==> src/rtl/timing_sequencer_pkg.sv <==
// ---------------------------------------------------------------------------
// timing_sequencer_pkg
// Shared definitions for the timing sequencer slice.
//   - Named timing-state indices for the standard instruction phases.
//   - Default number of timing states.
//   - Per-edge priority enumeration, plus a helper that resolves the
//     request inputs into a single winning action.
// ---------------------------------------------------------------------------
package timing_sequencer_pkg;

  // Named timing-state indices for the standard instruction phases
  localparam int T_FETCH_L = 0;
  localparam int T_FETCH_H = 1;
  localparam int T_DECODE  = 2;
  localparam int T_EXEC0   = 3;

  // Default number of one-hot timing states
  localparam int DEFAULT_T_WIDTH = 8;

  // Action taken on a clock edge, listed from highest to lowest priority
  typedef enum logic [2:0] {
    PRI_RESET,
    PRI_CLEAR,
    PRI_LOAD,
    PRI_HOLD,
    PRI_INC
  } priority_e;

  // Collapse the request inputs into the single action that wins this edge.
  // Reset beats everything, then Clear, then Load, then Hold; when nothing
  // is requested the sequence simply advances.
  function automatic priority_e resolve_priority(input logic reset,
                                                 input logic clear,
                                                 input logic load,
                                                 input logic hold);
    priority_e pri;
    if (reset)      pri = PRI_RESET;
    else if (clear) pri = PRI_CLEAR;
    else if (load)  pri = PRI_LOAD;
    else if (hold)  pri = PRI_HOLD;
    else            pri = PRI_INC;
    return pri;
  endfunction

endpackage

==> src/rtl/sc_onehot_decode.sv <==
// ---------------------------------------------------------------------------
// sc_onehot_decode
// Purely combinational decoder from the binary state index to the one-hot
// timing vector. Bit i of onehot is set when sc equals i. Index values at
// or beyond T_WIDTH decode to all zeros, but the sequencer never lets its
// state register reach such a value.
//
// Ports:
//   sc      input  [CNT_W-1:0]    binary state index
//   onehot  output [T_WIDTH-1:0]  one-hot timing vector
// ---------------------------------------------------------------------------
module sc_onehot_decode #(
  parameter int T_WIDTH = 8,
  parameter int CNT_W   = $clog2(T_WIDTH)
) (
  input  logic [CNT_W-1:0]   sc,
  output logic [T_WIDTH-1:0] onehot
);

  // Compare the index against every legal state number. Because the
  // output is a direct function of the registered index, it can only
  // change when the index changes.
  always_comb begin
    onehot = '0;
    for (int i = 0; i < T_WIDTH; i++) begin
      onehot[i] = (sc == CNT_W'(i));
    end
  end

endmodule

==> src/rtl/timing_sequencer.sv <==
// ---------------------------------------------------------------------------
// timing_sequencer
// Instruction timing-state generator. A binary state counter steps through
// T_WIDTH states and is decoded into a one-hot timing vector. Decode logic
// ends an instruction with Clear, stalls it with Hold, or jumps it with
// Load. Retired instructions are counted, and two sticky flags record a
// sequence that wrapped without a Clear and an out-of-range Load target.
//
// Ports:
//   Clock       input         system clock, rising-edge active
//   Reset       input         synchronous active-high reset
//   Clear       input         end of instruction; next state is T0
//   Hold        input         stall; freezes the current state
//   Load        input         forced jump to LoadState
//   LoadState   input  CNT_W  target state index for Load
//   T           output T_WIDTH one-hot timing vector, T[SC] = 1
//   SC          output CNT_W  binary state index
//   FetchPhase  output        high while SC < FETCH_STATES
//   InstrCount  output IC_W   instructions retired via Clear (wraps)
//   Overrun     output        sticky: sequence wrapped without a Clear
//   LoadErr     output        sticky: Load target was out of range
// ---------------------------------------------------------------------------
module timing_sequencer
  import timing_sequencer_pkg::*;
#(
  parameter int T_WIDTH      = DEFAULT_T_WIDTH,
  parameter int CNT_W        = $clog2(T_WIDTH),
  parameter int IC_W         = 16,
  parameter int FETCH_STATES = T_FETCH_H + 1
) (
  input  logic               Clock,
  input  logic               Reset,
  input  logic               Clear,
  input  logic               Hold,
  input  logic               Load,
  input  logic [CNT_W-1:0]   LoadState,
  output logic [T_WIDTH-1:0] T,
  output logic [CNT_W-1:0]   SC,
  output logic               FetchPhase,
  output logic [IC_W-1:0]    InstrCount,
  output logic               Overrun,
  output logic               LoadErr
);

  // The named phases up to T_EXEC0 must all exist, and the one-hot vector
  // is limited to 16 states.
  if (T_WIDTH < T_EXEC0 + 1 || T_WIDTH > 16) begin : g_bad_width
    $error("timing_sequencer: T_WIDTH must be in the range 4..16");
  end

  priority_e        pri;
  logic [CNT_W-1:0] sc_q;
  logic [CNT_W-1:0] sc_d;
  logic [IC_W-1:0]  ic_q;
  logic [IC_W-1:0]  ic_d;
  logic             overrun_q;
  logic             overrun_d;
  logic             load_err_q;
  logic             load_err_d;
  logic [31:0]      load_idx;
  logic             load_in_range;
  logic             at_last_state;

  // The Load target is widened before comparison so that the range check
  // still works when CNT_W can encode more values than there are states.
  assign load_idx      = 32'(LoadState);
  assign load_in_range = load_idx < 32'(T_WIDTH);
  assign at_last_state = (sc_q == CNT_W'(T_WIDTH - 1));

  // Next-state logic. Every target starts as "unchanged" and only the
  // winning action for this edge modifies it. Hold therefore needs no
  // case body: leaving the defaults in place is exactly a freeze. A
  // Clear at the last state goes through the Clear branch and never
  // touches Overrun; only a genuine wrap by increment sets it.
  always_comb begin
    pri        = resolve_priority(Reset, Clear, Load, Hold);
    sc_d       = sc_q;
    ic_d       = ic_q;
    overrun_d  = overrun_q;
    load_err_d = load_err_q;
    case (pri)
      PRI_RESET: begin
        sc_d       = CNT_W'(T_FETCH_L);
        ic_d       = '0;
        overrun_d  = 1'b0;
        load_err_d = 1'b0;
      end
      PRI_CLEAR: begin
        sc_d = CNT_W'(T_FETCH_L);
        ic_d = ic_q + IC_W'(1);
      end
      PRI_LOAD: begin
        if (load_in_range) begin
          sc_d = LoadState;
        end else begin
          load_err_d = 1'b1;
        end
      end
      PRI_HOLD: begin
      end
      PRI_INC: begin
        if (at_last_state) begin
          sc_d      = CNT_W'(T_FETCH_L);
          overrun_d = 1'b1;
        end else begin
          sc_d = sc_q + CNT_W'(1);
        end
      end
      default: begin
      end
    endcase
  end

  // State index register. Reset is checked here as well so the register
  // returns to T0 on any edge where Reset is high.
  always_ff @(posedge Clock) begin
    if (Reset) begin
      sc_q <= CNT_W'(T_FETCH_L);
    end else begin
      sc_q <= sc_d;
    end
  end

  // Retired-instruction counter. It wraps silently at 2^IC_W.
  always_ff @(posedge Clock) begin
    if (Reset) begin
      ic_q <= '0;
    end else begin
      ic_q <= ic_d;
    end
  end

  // Sticky error flags. Once set, only Reset clears them.
  always_ff @(posedge Clock) begin
    if (Reset) begin
      overrun_q  <= 1'b0;
      load_err_q <= 1'b0;
    end else begin
      overrun_q  <= overrun_d;
      load_err_q <= load_err_d;
    end
  end

  sc_onehot_decode #(
    .T_WIDTH (T_WIDTH),
    .CNT_W   (CNT_W)
  ) u_decode (
    .sc     (sc_q),
    .onehot (T)
  );

  // Fetch phase covers the leading FETCH_STATES states of every instruction
  assign FetchPhase = (32'(sc_q) < 32'(FETCH_STATES));
  assign SC         = sc_q;
  assign InstrCount = ic_q;
  assign Overrun    = overrun_q;
  assign LoadErr    = load_err_q;

endmodule

==> config.mk <==
export PLATFORM = sky130hd
export DESIGN_NAME = timing_sequencer
export DESIGN_NICKNAME = d
export VERILOG_FILES = /design/src/rtl/timing_sequencer_pkg.sv /design/src/rtl/sc_onehot_decode.sv /design/src/rtl/timing_sequencer.sv
export SDC_FILE = /design/constraint.sdc
export NUM_CORES = 1
export LEC_CHECK = 0
export CAP_MARGIN = 20
export CELL_PAD_IN_SITES_DETAIL_PLACEMENT = 1
export CELL_PAD_IN_SITES_GLOBAL_PLACEMENT = 2
export CORE_MARGIN = 3
export CORE_UTILIZATION = 22
export CTS_CLUSTER_SIZE = 12
export DETAILED_ROUTE_END_ITERATION = 12
export PLACE_DENSITY_LB_ADDON = 0.1
export SLEW_MARGIN = 20
export SYNTH_ARGS = -nofsm -noshare
export SYNTH_HDL_FRONTEND = slang
export SYNTH_SLANG_ARGS = --single-unit
==> constraint.sdc <==
create_clock -name Clock -period 1.8 [get_ports Clock]
set_input_delay 0.36 -clock Clock [delete_from_list [all_inputs] [get_ports Clock]]
set_output_delay 0.36 -clock Clock [all_outputs]
set_load 0.01 [all_outputs]
==> metrics.txt <==
reg2reg end=InstrCount[13]; Cell Area, Placed=1635 um2; Tmin final=1.754 ns; Slowest cell on crit path=or4_4; flop-to-flop setup slack=0.17 ns; worst setup path class=primary input to flip-flop; R2R Path Start=InstrCount[9]; layout cell share with drive strength beyond 1=0.1955; drt wl/cell=13.22 um; total gr overflow=0; Synth cell types=32; post-DR vias/cell=4.430; CP required=2.00 ns; top-area cell type share of the netlist area=0.3862; max_cap viols=0; most frequent cells in the layout=29 x clkdlybuf4s50_1, 17 x nor2_1, 15 x buf_4, 14 x dfxtp_1; largest net degree at the start of global routing=15; Final Instance Area=1707 um2; Ant. Diodes=0; Die Wd=76.34 um; endpoints failing hold=0; Top delay family on crit path=simple AND/OR/NAND/NOR gates; clock sinks=21; arrival time at the worst endpoint=1.95 ns; initial antenna violation count=0; Vias=1081; die height=76.34 um; CP Max Fanout=3; CP endpoint=InstrCount[13]; Core Region=4564 um2; final setup fails=0; Peak VDD IR=0.3456 mV; crit path launch type=primary input; global placement routability congestion=0.7030; Slew Limit Fails=0; CP Capture Type=flip-flop; starting density of the core=0.2385; Max clock buf depth=2; CP startpoint=Clear; IO buf count=37; leading area contributor after synthesis=dfxtp_1; drt first pass iters=4; max_slew headroom=0.7695; Worst Path Buf+Inv=1; synthesized instance count=127; CTS root buffer=clkbuf_8; Clk pin slew, worst setup/hold paths=0.08 ns; die footprint=5828 um2; worst slew pin tran=0.3425 ns; synthesis-to-layout area growth=56.78%; leakage=0.6584 nW; synthesis-stage register bit count=21; Mapped Avg Cell Area=8.571 um2; top cells by area, synth=dfxtp_1 39%, ha_1 8.0%, nor2_1 5.9%; Seq/Total Area, Yosys=0.3862; Post-Synthesis Cell Area=1089 um2; DP Wirelength=2565 um; worst skew pair latency=0.26 ns; num ports=38; Worst path max stage delay=0.53 ns; outcome=complete, no violations; worst-path cell chain=clkdlybuf4s50_1 -> nand3_2 -> or4_4 -> or3_1 -> a21oi_2; DRC viols=0; Synth Warn #=0; clock skew=0.001852 ns; overall global routing resource usage=0.1158; Final nets=195; Core Util, Final=0.3739; CTS tree=yes; Mapped Nets=142; FMAX=570.2 MHz; TritonCTS Buffers=3; Setup Buffers After CTS=0; commonest non-fill, non-tap cell in the layout=clkdlybuf4s50_1; CTS H-Tree Depth=1; period utilization=0.9742; num rows=24; first-pass GRT wire length=5602 um; WP depth=5; Post-DRT Antenna Nets=0; Worst Hold Class=flip-flop to flip-flop; R2R cell count=4; initial detailed-routing violation count=36; DRT Wirelength=3225 um; pwr dens=535.4 nW/um2; vias in the first global route=1164
-- cell type report --
type | instances | area, um2
flip-flops and latches | 21 | 431.7
clock buffers | 4 | 45.04
well taps | 65 | 81.33
multi-input cells | 94 | 645.6
inverters | 8 | 30.03
repair buffers | 52 | 473.0
fillers | 562 | 2858
-- Yosys cell counts (all sizes together) --
library cell	count
xor2	5
or4b	1
and2	3
nand2	8
nor2b	5
nand3b	1
nor3b	2
o32a	1
xnor2	6
or4	1
nand3	5
a21oi	5
nor3	6
mux2i	2
and4	1
ha	7
or3	2
nor4	3
dfxtp	21
buf	2
inv	8
and3	1
nand4	5
clkbuf	2
nor2	17
mux2	1
a31oi	1
a21o	1
o21ai	4
-- power by group --
part | switching [W] | leakage [nW] | internal [W]
registers | 0.00000843 | 0.173 | 0.000473
clock network | 0.000152 | 0.0228 | 0.000158
logic | 0.0000577 | 0.463 | 0.0000649
total | 0.000219 | 0.658 | 0.000695
-- through the flow --
step | total power [W] | setup TNS [ns] | hold WS (ns) | std cells | setup WS [ns]
6_report | 0.0009138 | 0 | 0.4705 | 244 | 0.04635
5_1_grt | 0.0009688 | -0.008174 | 0.4888 | 244 | -0.008174
4_1_cts | 0.0009369 | 0 | 0.4753 | 244 | 0.02581
3_5_place_dp | 0.0006211 | -0.8047 | 0.4609 | 240 | -0.2581
3_3_place_gp | 0.0006184 | -0.5048 | 0.4548 | 240 | -0.1980
2_1_floorplan | 0.0005450 | 0 | 0.4922 | 127 | 0.04381
-- what timing repair did --
item,CTS,global route
hold buffers,0,0
resized for setup,13,8
pin swaps,0,1
setup endpoints to repair,8,4
-- registers in the layout (all words and copies together), names as in the netlist --
name / count
InstrCount: 16
SC: 3
LoadErr: 1
Overrun: 1
-- worst reg2reg max path, delay by kind of cell, from the launching register on --
family | cells | cell delay [ns]
flops | 1 | 0.41
simple gates | 3 | 1.04
compound gates | 1 | 0.12
-- worst min-delay path by stage --
| stage | slack, ns | startpoint | endpoint | cells after the start |
|---|---|---|---|---|
| finish | 0.47 | LoadErr | LoadErr | 1 |
| detailed placement | 0.46 | LoadErr | LoadErr | 1 |
| floorplan | 0.49 | LoadErr | LoadErr | 1 |
| CTS | 0.48 | LoadErr | LoadErr | 1 |
| global placement | 0.45 | LoadErr | LoadErr | 1 |
| global route | 0.49 | LoadErr | LoadErr | 1 |
-- layer usage --
layer | up-vias | part of all wire | GRT usage
met1 | 517 | 0.46 | 0.1448
met4 | 0 | 0.0071 | 0.02717
met5 | - | 0 | 0
met2 | 22 | 0.50 | 0.1995
met3 | 2 | 0.036 | 0.02837
li1 | 540 | - | -
-- cell families (layout without fill, tap and decap cells) --
family          after synthesis  in the layout  synth area share
mux                           3              3           0.02874
buf+inv                      12             64           0.04598
flops                        21             21            0.3862
simple gates                 61             61            0.3069
compound gates               12             12           0.06322
xor+xnor                     11             11           0.08850
fa+ha+maj                     7              7           0.08046
No activity file was read; power rests on OpenSTA's default activity.
